===== config.mk =====
export PLATFORM = sky130hd
export DESIGN_NAME = registrador_de_estado_param
export DESIGN_NICKNAME = d
export VERILOG_FILES = /design/src/rtl/registrador_de_estado_param.sv
export SDC_FILE = /design/constraint.sdc
export NUM_CORES = 1
export LEC_CHECK = 0
export CORE_MARGIN = 2
export CORE_UTILIZATION = 50
export CTS_BUF_LIST = sky130_fd_sc_hd__clkbuf_8
export CTS_CLUSTER_DIAMETER = 150
export DETAILED_ROUTE_END_ITERATION = 16
export HOLD_SLACK_MARGIN = 0.15
export PLACE_DENSITY = 0.86
export SLEW_MARGIN = 10
export SYNTH_ARGS = -nofsm -noshare
export SYNTH_HDL_FRONTEND = slang
export SYNTH_SLANG_ARGS = --single-unit

===== constraint.sdc =====
create_clock -name clk -period 3.7 [get_ports clk]
set_input_delay 0.925 -clock clk [delete_from_list [all_inputs] [get_ports clk]]
set_output_delay 0.925 -clock clk [all_outputs]
set_load 0.02 [all_outputs]

===== src/rtl/registrador_de_estado_param.sv =====
// ============================================================================
// registrador_de_estado_param : parametrised sequencer state register with
// load/step/hold commands, illegal-load recovery and dwell observability.
// Rev 1.0
// ============================================================================
`default_nettype none

module registrador_de_estado_param #(
  parameter int WIDTH       = 2,
  parameter int NUM_STATES  = 4,
  parameter int RESET_STATE = 0,
  parameter int CNT_W       = 8
) (
  input  logic             clk,
  input  logic             reset_n,
  input  logic             en,
  input  logic             carregar,
  input  logic             avancar,
  input  logic [WIDTH-1:0] proximo_estado,
  output logic [WIDTH-1:0] estado_atual,
  output logic [WIDTH-1:0] estado_anterior,
  output logic             mudou,
  output logic             erro_estado,
  output logic [CNT_W-1:0] ciclos_no_estado
);

  localparam logic [WIDTH-1:0] c_reset = WIDTH'(RESET_STATE);
  localparam logic [WIDTH-1:0] c_last  = WIDTH'(NUM_STATES - 1);

  generate
    if ((NUM_STATES > (2 ** WIDTH)) || (RESET_STATE >= NUM_STATES) ||
        (NUM_STATES < 2) || (RESET_STATE < 0)) begin : g_bad_params
      $error("registrador_de_estado_param: illegal NUM_STATES/RESET_STATE");
    end
  endgenerate

  logic load_legal;

  // When every encoding is a legal state the range check is constant-true.
  generate
    if (NUM_STATES == (2 ** WIDTH)) begin : g_full_range
      assign load_legal = 1'b1;
    end else begin : g_partial_range
      assign load_legal = (proximo_estado <= c_last);
    end
  endgenerate

  logic [WIDTH-1:0] estado_q,   estado_d;
  logic [WIDTH-1:0] anterior_q, anterior_d;
  logic             mudou_q,    mudou_d;
  logic             erro_q,     erro_d;
  logic [CNT_W-1:0] cnt_q,      cnt_d;
  logic             changed;

  always_comb begin
    estado_d = estado_q;
    erro_d   = erro_q;
    if (en) begin
      if (carregar) begin
        if (load_legal) begin
          estado_d = proximo_estado;
        end else begin
          estado_d = c_reset;
          erro_d   = 1'b1;
        end
      end else if (avancar) begin
        estado_d = (estado_q == c_last) ? '0 : estado_q + WIDTH'(1);
      end
    end

    changed    = (estado_d != estado_q);
    anterior_d = changed ? estado_q : anterior_q;
    mudou_d    = changed;
    if (changed) begin
      cnt_d = '0;
    end else if (cnt_q != '1) begin
      cnt_d = cnt_q + CNT_W'(1);
    end else begin
      cnt_d = cnt_q;
    end
  end

  always_ff @(posedge clk) begin
    if (!reset_n) begin
      estado_q   <= c_reset;
      anterior_q <= c_reset;
      mudou_q    <= 1'b0;
      erro_q     <= 1'b0;
      cnt_q      <= '0;
    end else begin
      estado_q   <= estado_d;
      anterior_q <= anterior_d;
      mudou_q    <= mudou_d;
      erro_q     <= erro_d;
      cnt_q      <= cnt_d;
    end
  end

  assign estado_atual     = estado_q;
  assign estado_anterior  = anterior_q;
  assign mudou            = mudou_q;
  assign erro_estado      = erro_q;
  assign ciclos_no_estado = cnt_q;

endmodule

`default_nettype wire

* Word level (Yosys, flattened, before mapping)
Cells that the tools add are included.
Word-level totals: bits of input ports 7, output and inout bits 14, register bits 13
Operators by class: equal/unequal tests 3, $add $sub $neg 2, muxes and demuxes 4, bitwise operators 1, reduce and logical (&&, ||, !) cells 1
Operators with widths (number):
- 8-bit by 1-bit adder with 8-bit output (second input constant) | 1
- 2-bit two-way mux | 4
- 8-bit != test (second input constant) | 1
- 2-bit by 1-bit adder with 2-bit output (second input constant) | 1
- 2-bit == test (second input constant) | 1
- 2-bit != test | 1
- 2-bit OR reduction | 1
- 1-bit inverter | 1

* Longest topological paths before layout
depth in word-level cells 7, mapped depth 5

* Worst setup path before layout
No wires, ideal clock.
kind input-to-reg, from input port carregar, to register anterior_q[0] (netlist: estado_anterior[0]), library setup time 0.119 ns, arrival time 1.751 ns, cell stages on the path 5, path slack 1.830 ns, buffers on the path 1, path through buf_6 > nand3b_1 > a211o_1 > o211a_2 > mux2i_1
On the way: longest elaborated chain between the ends 3
Ends and longest elaborated chain:
- from (decl) | RTL line 17 | input logic carregar,
- 2-bit two-way mux | RTL line 59 | if (carregar) begin
- 2-bit two-way mux | RTL line 58 | if (en) begin
- 2-bit != test | RTL line 71 | changed = (estado_d != estado_q);
- to (signal assigned) | RTL line 86 | anterior_q <= c_reset;
- to (signal assigned) | RTL line 92 | anterior_q <= anterior_d;
- to (decl) | RTL line 49 | logic [WIDTH-1:0] anterior_q, anterior_d;
Every way passes these cells. A chain may end at the register's enable or synchronous reset.

* Worst setup path in the final report
from register estado_q[1] (netlist: estado_atual[1]), to output port estado_atual[1]
RTL lines:
- from (decl) | RTL line 48 | logic [WIDTH-1:0] estado_q, estado_d;
- from (signal assigned) | RTL line 85 | estado_q <= c_reset;
- from (signal assigned) | RTL line 91 | estado_q <= estado_d;
- to (decl) | RTL line 20 | output logic [WIDTH-1:0] estado_atual,
No word-level cell between the ends.

==> summary.md <==
The average detailed-routed wire length per instance was 11.77 microns. Critical path depth: 1. The initial antenna violation count is 0. The congestion estimate from routability-driven global placement came to 0.9333. The synthesized design contains 13 register bits.

Counting the buffers created by CTS gives 3. The largest family of logic cells by synthesized area is simple AND/OR/NAND/NOR gates. The run gives 533 as the number of global-route vias before repair. After detailed routing, the number of vias per cell comes to 5.360.

The setup path with the least slack is of type flop to output port. In this run, post-CTS hold repair placed 0 buffers. The flow ran to the end, and the final reports show no timing, DRC or antenna violations.

Including well taps, the total number of placed cells is 110. The clock edge transition at the registers on the reported setup and hold paths was 0.05 ns. The distinct cell type count of the synthesized netlist was 33; the number of levels in the clock H-tree was 1. The analysis attributes to cell leakage a power of 0.0003589 uW. Antenna cell count: 0. The routed design has 1.342 mm of wire. Top cell type's share of synthesized area: 37.68%.

TritonCTS built the clock tree. The first-pass GRT wire length came out at 2.201 mm. After layout, the worst path uses 61.51% of the clock period.

The number of nets still failing antenna checks after routing was 0; the setup skew after layout was 0.001219 ns. Setup repair after global routing left no endpoint under its margin. For the footprint of the multi-input gates, the log shows 400.4 sq um. Cell class contributing the biggest share of worst-path delay: buffers and inverters. The setup total negative slack came out at 0 ns. The beginning of the critical path is estado_atual[1]. Power spread over the standard cell area amounts to 361.7 nW/um^2.

The final count of pins violating max slew came out at 0. For this run, the number of Yosys warnings is 0. Registers take 260.3 sq um. The cell with the largest stage delay on the worst path is sky130_fd_sc_hd__clkdlybuf4s50_1. The gate count of the mapped netlist was 79; the global-route usage over all layers was 20.74%. Following the worst setup path forward leads to its endpoint at estado_atual[1].

The share of the synthesized area in compound gates (AO/OA/AOI/OAI) is 19.93%. The worst hold path belongs to the class flop to flop. The region available for standard cell placement spans 1301 sq um.

The die is 41.17 microns tall. The number of buffers inserted to repair setup after CTS was 0; the total grt overflow was 0. A synthesized cell averages 8.743 sq um.

The number of buffers inserted by port buffering came out at 19. The total count of hold-check failures in the final report is 0. Entering global routing, the biggest net connects 11 pins.

Multiplexer cells account for 4.348% of the synthesized area. Data on the critical path is required at its endpoint by 2.77 ns. The run gives 1695 sq um as the die footprint. The net count of the finished layout is 109. The start of the worst register-to-register path was estado_atual[1].

The worst register-to-register path ends at estado_anterior[0]. The number of cell instances on the worst register-to-register path is 5, and the total half-perimeter wirelength after legalization and detailed placement is 1.016 mm. Flop-to-flop setup slack: 2.06 ns. The critical path goes through clkdlybuf4s50_1. When the netlist entered floorplanning its net count stood at 88. In the layout the commonest cells are 19 x sky130_fd_sc_hd__clkdlybuf4s50_1, 13 x sky130_fd_sc_hd__dfxtp_1, 9 x sky130_fd_sc_hd__nor2_1, 9 x sky130_fd_sc_hd__nand2_1, 5 x sky130_fd_sc_hd__o21ai_0.

For this run, the number of standard cells in the final layout without fillers is 114. The row count is 13. The number of max-capacitance violations reported came out at 0. The clock net in this run drives a total of 13 sinks. The run gives 112 as the number of fill cells.

After Yosys synthesis, and, or, nand and nor cells account for 24.46% of the synthesized area. The clock network latency to the later pin of the worst-skew pair was 0.24 ns. The layout cell share with drive strength beyond 1 came out at 8.081%. In the routed design, unresolved DRC markers number 0. Depth of the worst hold-timing path: 2. For this run, the slowest stage of the critical path takes 0.65 ns. The routed layout has 611 vias. The critical path data arrival time is 1.35 ns. Startpoint class of the critical path: a flop. The maximum frequency from static timing analysis came out at 0.4394 GHz. The detailed router's first-iteration violation count was 3; the highest net fanout along the worst path was 6. The synthesized netlist occupies a cell area of 690.7 sq um. Counting along the longest clock path gives a buffer depth of 2. The worst path needs 2.276 ns of the cycle, external delays included. Signed area change from the synthesized netlist to the final layout: 33.51%. The logs give 0 for the number of setup violations in the final report and 53.08% for the effective utilization at floorplan. The worst-case IR drop observed on VDD is 0.1813 mV.

Once the clock tree was built, the resizer swapped 0 gates to a different size. The most common cell after layout, fill and taps aside was sky130_fd_sc_hd__clkdlybuf4s50_1. Master cell of the clock root buffer: sky130_fd_sc_hd__clkbuf_8. Sequential elements use 37.68% of the synthesized area. Of the total synthesized cell area, the portion taken by XOR and XNOR cells is 5.072%.

The count of TritonRoute iterations in the first routing pass came out at 3. Cell type with the largest total area after synthesis: sky130_fd_sc_hd__dfxtp_1. The combined buffer and inverter count along the critical path came out at 1. The critical path capture point type is an output port. During I/O placement, the number of pins put on the boundary was 21. Of the total synthesized cell area, the portion taken by full adders, half adders and majority gates is 3.623%. The width of the die was 41.17 microns. Ranked by total cell area, the synthesized netlist is headed by sky130_fd_sc_hd__dfxtp_1 38%, sky130_fd_sc_hd__xor2_1 5.1%, sky130_fd_sc_hd__nand2_1 4.9%.
==> layer usage <==
metal,GRT usage [%],up-vias,wire length (microns)
li1,-,322,-
met1,26.21,270,657
met2,31.64,14,602
met3,4.891,5,47
met4,12.10,0,34
met5,0,-,0
==> worst min-delay path by stage <==
stage          slack (ns)          startpoint                 end
2_1_floorplan        0.54  estado_anterior[0]  estado_anterior[0]
3_3_place_gp         0.45  estado_anterior[0]  estado_anterior[0]
3_5_place_dp         0.46  estado_anterior[0]  estado_anterior[0]
4_1_cts              0.47  estado_anterior[0]  estado_anterior[0]
5_1_grt              0.51  estado_anterior[0]  estado_anterior[0]
6_report             0.47  estado_anterior[0]  estado_anterior[0]
==> area by class of cell <==
| cell class | instances | area share [%] |
|---|---|---|
| Inverter | 2 | 0.8141 |
| Multi-Input combinational cell | 61 | 43.42 |
| Clock buffer | 3 | 4.478 |
| Clock inverter | 1 | 0.4071 |
| Sequential cell | 13 | 28.22 |
| Tap cell | 15 | 2.035 |
| Timing Repair Buffer | 19 | 20.62 |
==> metrics by stage <==
step                util (%)  setup slack, ns  total power (uW)  area (sq um)  hold WS (ns)
finish                 70.87            1.424             333.5         922.1        0.4662
global route           70.87            1.299             349.0         922.1        0.5115
CTS                    70.87            1.420             337.1         922.1        0.4690
detailed placement     67.40            1.170             212.2         877.1        0.4575
global placement       67.40            1.243             211.4         877.1        0.4503
floorplan                  -            1.830             189.8         690.7        0.5365
==> flip-flops by register name, indices dropped and copies added (netlist names) <==
signal	flops
mudou	1
ciclos_no_estado	8
estado_anterior	2
estado_atual	2
==> kinds of logic (layout without fill, tap and decap cells) <==
kind of cell	count (synthesis)	in the layout
AOI/OAI and AO/OA	17	17
DFF	13	13
and+or+nand+nor	34	34
muxes	3	3
other	1	1
buffers and inverters	5	25
xor gates and xnor gates	4	4
adders and majority gates	2	2
==> power breakdown <==
group	leakage [uW]	internal (uW)	switching [uW]
registers	0.000106	146	6.48
logic	0.000226	28.4	28.6
clock network	0.0000269	73.3	50.6
total	0.000359	248	85.7
==> cells in the mapped netlist <==
master and instances:
sky130_fd_sc_hd__mux2i_1 3, sky130_fd_sc_hd__o211a_2 1, sky130_fd_sc_hd__o2111ai_2 1, sky130_fd_sc_hd__o211ai_1 1, sky130_fd_sc_hd__nor2_1 9, sky130_fd_sc_hd__clkbuf_1 1
sky130_fd_sc_hd__dfxtp_1 13, sky130_fd_sc_hd__inv_1 2, sky130_fd_sc_hd__o2111a_1 1, sky130_fd_sc_hd__o41ai_1 1, sky130_fd_sc_hd__or2_2 1, sky130_fd_sc_hd__ha_1 2
sky130_fd_sc_hd__a211oi_2 1, sky130_fd_sc_hd__and2_1 1, sky130_fd_sc_hd__conb_1 1, sky130_fd_sc_hd__a211o_1 1, sky130_fd_sc_hd__nand3b_1 2, sky130_fd_sc_hd__nand2_1 9
sky130_fd_sc_hd__and3_1 3, sky130_fd_sc_hd__nor3b_1 1, sky130_fd_sc_hd__a21oi_1 1, sky130_fd_sc_hd__a31o_1 1, sky130_fd_sc_hd__nand4_1 1, sky130_fd_sc_hd__o21ai_1 1
sky130_fd_sc_hd__nand2b_1 1, sky130_fd_sc_hd__buf_4 1, sky130_fd_sc_hd__o21ai_0 5, sky130_fd_sc_hd__buf_6 1, sky130_fd_sc_hd__o211ai_2 1, sky130_fd_sc_hd__xor2_1 4
sky130_fd_sc_hd__nand3_1 2, sky130_fd_sc_hd__a22oi_1 1, sky130_fd_sc_hd__nor2b_1 4
Note: power is estimated with default switching activity, not from simulation.
